## src/rtl/mem_rmw_seq.sv

```systemverilog
// CPU byte-lane port to 16-bit word RAM sequencer; byte writes become read-modify-write.
// Ack latency: be00=1, word write=2, read=2+RAM_LAT, byte write=3+RAM_LAT; cpu_busy stalls the CPU, cpu_req while busy is dropped.
module mem_rmw_seq #(
   parameter int AW      = 16,
   parameter int RAM_LAT = 1
) (
   input  logic          clk,
   input  logic          reset,
   input  logic          cpu_req,
   input  logic [AW-1:0] cpu_addr,
   input  logic [1:0]    cpu_be,
   input  logic          cpu_we,
   input  logic [15:0]   cpu_wdata,
   output logic [15:0]   cpu_rdata,
   output logic          cpu_ack,
   output logic          cpu_busy,
   output logic          ram_en,
   output logic          ram_we,
   output logic [AW-2:0] ram_addr,
   output logic [15:0]   ram_wdata,
   input  logic [15:0]   ram_rdata
);

   typedef enum logic [2:0] {S_IDLE, S_READ, S_WAIT, S_WRITE, S_ACK} state_t;

   localparam logic [2:0] LAT_LAST = 3'(RAM_LAT - 1);

   state_t        state_q, state_d;
   logic [2:0]    cnt_q, cnt_d;
   logic [1:0]    be_q, be_d;
   logic          we_q, we_d;
   logic [15:0]   wdata_q, wdata_d;
   logic [15:0]   rdata_q, rdata_d;
   logic          ack_q, ack_d;
   logic          busy_q, busy_d;
   logic          ram_en_q, ram_en_d;
   logic          ram_we_q, ram_we_d;
   logic [AW-2:0] addr_q, addr_d;
   logic [15:0]   ram_wdata_q, ram_wdata_d;
   logic [15:0]   lane_mask;
   logic          unused_addr_lsb;

   assign unused_addr_lsb = cpu_addr[0];
   assign lane_mask       = {{8{be_q[1]}}, {8{be_q[0]}}};

   always_comb begin
      state_d     = state_q;
      cnt_d       = cnt_q;
      be_d        = be_q;
      we_d        = we_q;
      wdata_d     = wdata_q;
      rdata_d     = rdata_q;
      addr_d      = addr_q;
      ram_wdata_d = ram_wdata_q;
      ack_d       = 1'b0;
      ram_en_d    = 1'b0;
      ram_we_d    = 1'b0;
      case (state_q)
         S_IDLE: begin
            if (cpu_req) begin
               be_d    = cpu_be;
               we_d    = cpu_we;
               wdata_d = cpu_wdata;
               addr_d  = cpu_addr[AW-1:1];
               if (cpu_be == 2'b00) begin
                  state_d = S_ACK;
                  ack_d   = 1'b1;
               end else if (cpu_we && cpu_be == 2'b11) begin
                  state_d     = S_WRITE;
                  ram_en_d    = 1'b1;
                  ram_we_d    = 1'b1;
                  ram_wdata_d = cpu_wdata;
               end else begin
                  state_d  = S_READ;
                  ram_en_d = 1'b1;
               end
            end
         end
         S_READ: begin
            state_d = S_WAIT;
            cnt_d   = LAT_LAST;
         end
         S_WAIT: begin
            if (cnt_q != 3'd0) begin
               cnt_d = cnt_q - 3'd1;
            end else if (we_q) begin
               // the merge lands straight in the write-data register
               state_d     = S_WRITE;
               ram_en_d    = 1'b1;
               ram_we_d    = 1'b1;
               ram_wdata_d = (ram_rdata & ~lane_mask) | (wdata_q & lane_mask);
            end else begin
               state_d = S_ACK;
               ack_d   = 1'b1;
               case (be_q)
                  2'b01:   rdata_d = {8'h00, ram_rdata[7:0]};
                  2'b10:   rdata_d = {8'h00, ram_rdata[15:8]};
                  default: rdata_d = ram_rdata;
               endcase
            end
         end
         S_WRITE: begin
            state_d = S_ACK;
            ack_d   = 1'b1;
         end
         default: state_d = S_IDLE;
      endcase
      busy_d = (state_d != S_IDLE);
   end

   always_ff @(posedge clk) begin
      if (reset) begin
         state_q     <= S_IDLE;
         cnt_q       <= 3'd0;
         be_q        <= 2'b00;
         we_q        <= 1'b0;
         wdata_q     <= 16'h0000;
         rdata_q     <= 16'h0000;
         addr_q      <= '0;
         ram_wdata_q <= 16'h0000;
         ack_q       <= 1'b0;
         busy_q      <= 1'b0;
         ram_en_q    <= 1'b0;
         ram_we_q    <= 1'b0;
      end else begin
         state_q     <= state_d;
         cnt_q       <= cnt_d;
         be_q        <= be_d;
         we_q        <= we_d;
         wdata_q     <= wdata_d;
         rdata_q     <= rdata_d;
         addr_q      <= addr_d;
         ram_wdata_q <= ram_wdata_d;
         ack_q       <= ack_d;
         busy_q      <= busy_d;
         ram_en_q    <= ram_en_d;
         ram_we_q    <= ram_we_d;
      end
   end

   assign cpu_rdata = rdata_q;
   assign cpu_ack   = ack_q;
   assign cpu_busy  = busy_q;
   assign ram_en    = ram_en_q;
   assign ram_we    = ram_we_q;
   assign ram_addr  = addr_q;
   assign ram_wdata = ram_wdata_q;

endmodule

```

## config.mk

```make
export PLATFORM = sky130hd
export DESIGN_NAME = mem_rmw_seq
export DESIGN_NICKNAME = d
export VERILOG_FILES = /design/src/rtl/mem_rmw_seq.sv
export SDC_FILE = /design/constraint.sdc
export NUM_CORES = 1
export LEC_CHECK = 0
export BUFFER_PORTS_ARGS = -buffer_cell sky130_fd_sc_hd__buf_2
export CORE_MARGIN = 1.5
export CORE_UTILIZATION = 40
export DETAILED_ROUTE_END_ITERATION = 8
export GPL_TIMING_DRIVEN = 0
export PLACE_DENSITY_LB_ADDON = 0.25
export SLEW_MARGIN = 40
export SYNTH_ARGS = -nofsm -noshare
export SYNTH_HDL_FRONTEND = slang
export SYNTH_SLANG_ARGS = --single-unit
```

## constraint.sdc

```tcl
create_clock -name clk -period 2.7 [get_ports clk]
set_input_delay 0.81 -clock clk [delete_from_list [all_inputs] [get_ports clk]]
set_output_delay 0.81 -clock clk [all_outputs]
set_load 0.005 [all_outputs]
```

==> results.cfg <==
[outcome]
status = completed

[placement]
gp_congestion = 0.759
dp.final_hpwl_um = 6480
portBuffers = 102
dp_slack_ns = 0.165
dpl-instance-area_um2 = 3800

[critical_path]
crit_arrival_ns = 2.52
endpoint_kind = flop
cp_max_fo = 10
required_ns = 2.91
critPathLaunchType = flop
crit_type = reg2reg

[layout]
fillers = 783
num-nets-final = 558
antenna_cells = 0
area_growth_pct = 25.1
final_area_um2 = 3960
drive_above_1_share = 0.266
mostFrequentLayoutCells = nand2_1 (111), buf_2 (107), dfxtp_1 (76)
layout_commonest_cell = nand2_1

[clocking]
clk_latency_ns = 0.34
clk_pin_slew_ns = 0.07
cts_setup_buffers = 0
numClockSinks = 76
root_buffer = clkbuf_8
cts_max_path_buffers = 2
numCtsBuffers = 9
htreeDepth = 3
cts_tree = yes

[synth]
ys.warnings.count = 0
synth_nets = 445
ys_types = 32
synth-seq-cells = 76
postSynthCellCount = 387
seq_area_frac_synth = 0.481
avgSynthCellArea_um2 = 8.18
syn-cell-area_um2 = 3170

[timing]
fin_tns_setup_ns = 0
fmax_ghz = 0.432
hold_viol = 0
rsz0062_at_grt = no
slew_viol_final = 0
min_period_ns = 2.31
tightest_slew_ns = 0.643
setup_viol = 0
relSlewSlack = 0.571
layout_setup_ws_ns = 0.387
whs_ns = 0.449
fin_crit_sh = 0.857
finClkSkew_ns = 0.00430

[worst_hold_path]
hold_class = reg2reg

[floorplan]
dieHeight_um = 92.0
num_io_pins = 105
dieArea_um2 = 8460
core_area_um2 = 7690
dieWidth_um = 92.0
placementRows = 32
initial_core_util = 0.412

[pwr]
power_w = 0.00233
peakVddDrop_uv = 386
power_density_nw_per_um2 = 589
leakage_nw = 1.64

[grt]
grt_usage = 0.210
grt_pass1_vias = 2829
grt_pass1_wl_um = 13900
antenna_found_initial = 0
grt-ovfl-total = 0
grt_max_degree = 12

[drt]
viasPerCell = 5.09
vias = 3078
avgRoutedWirePerCell_um = 14.3
drc = 0
dr.first_iter.drc_count = 157
dr.pass1.iters = 4
antenna_left = 0
routed_wl_um = 8640

[job]
drv_cap = 0
-- layout make-up --
type                       count  area, um2  share of cell area
clock inverter                 3       15.0             0.00379
timing repair buffer         102        510               0.129
multi-input combinational    274       1470               0.371
inverter                       5       18.8             0.00474
tap                          102        128              0.0322
sequential                    76       1520               0.384
clock buffer                  11        141              0.0357
buffer                        32        155              0.0392
-- routing by layer --
layer	vias to the layer above	share of wire	wire length (um)	global-route usage
li1	1544	-	-	-
met1	1414	0.46	3960	0.283
met2	111	0.46	3950	0.330
met3	9	0.071	612	0.0572
met4	0	0.013	112	0.0590
met5	-	0	0	0
-- sequential cells by signal, summed over array words and instances, names as in the netlist --
register   count
state_q        3
we_q           1
cpu_ack        1
cpu_rdata     16
ram_en         1
cnt_q          3
ram_addr      15
ram_wdata     16
cpu_busy       1
be_q           2
wdata_q       16
ram_we         1
-- cells in the mapped netlist, drive strengths merged --
cell type | instances | area share
nor3 | 9 | 0.014
nand3 | 9 | 0.014
a32o | 1 | 0.0036
a221oi | 8 | 0.022
inv | 5 | 0.0059
mux2i | 19 | 0.060
and3 | 1 | 0.0020
nor2 | 16 | 0.019
nor4 | 1 | 0.0020
nand2 | 111 | 0.13
dfxtp | 76 | 0.48
buf | 12 | 0.025
a32oi | 1 | 0.0087
or4b | 1 | 0.0043
or2 | 2 | 0.0040
a31oi | 1 | 0.0020
nor4b | 1 | 0.0028
or3 | 1 | 0.0020
o211ai | 16 | 0.038
or3b | 2 | 0.0055
ha | 4 | 0.016
o21ai | 2 | 0.0032
clkbuf | 20 | 0.024
and2 | 1 | 0.0020
nor2b | 2 | 0.0040
a21oi | 63 | 0.10
nor3b | 1 | 0.0024
nand2b | 1 | 0.0020
-- power by group --
group          total, W  switching, W  leakage (nW)  internal [W]
registers       0.00122     0.0000352         0.620       0.00119
clock network  0.000726      0.000382        0.0848      0.000344
logic          0.000386      0.000231         0.939      0.000155
-- cells by family (layout without fill, tap and decap cells) --
kind of cell             after synthesis  count (layout)  share of synthesized area
AND/OR/NAND/NOR                      159             159                      0.212
AO/OA/AOI/OAI                         92              92                      0.177
flip-flops                            76              76                      0.481
buffers and inverters                 37             153                     0.0545
multiplexers                          19              19                     0.0601
adder cells (fa/ha/maj)                4               4                     0.0158
-- path summary, 6_finish.rpt --
check,slack [ns],depth (start not counted),start,end
worst max-delay path,0.39,8,be_q[0]$_SDFFE_PP0P_,cpu_rdata[1]$_SDFFE_PP0P_
worst min-delay path,0.45,2,ram_wdata[2]$_SDFFE_PP0P_,ram_wdata[2]$_SDFFE_PP0P_
worst max register to register,0.39,8,be_q[0]$_SDFFE_PP0P_,cpu_rdata[1]$_SDFFE_PP0P_
worst min register to register,0.45,2,ram_wdata[2]$_SDFFE_PP0P_,ram_wdata[2]$_SDFFE_PP0P_
-- metrics by stage --
stage / instances / util
after floorplan: 387 / -
after global placement: 591 / 0.495
after detailed placement: 591 / 0.495
after CTS: 605 / 0.515
after global routing: 605 / 0.515
final: 605 / 0.515
-- timing repair --
item	CTS	global route
resized for setup	0	2
hold buffers	0	0
endpoints found under the setup margin	0	8
-- worst max-delay path, cell delays in order (launching register included) --
cell,delay [ns]
dfxtp_1,0.34
clkbuf_2,0.32
inv_1,0.08
ha_1,0.29
clkbuf_1,0.22
or2_2,0.34
buf_1,0.20
a221oi_1,0.32
nor3_1,0.07
Power figures use the tool's default switching activity.
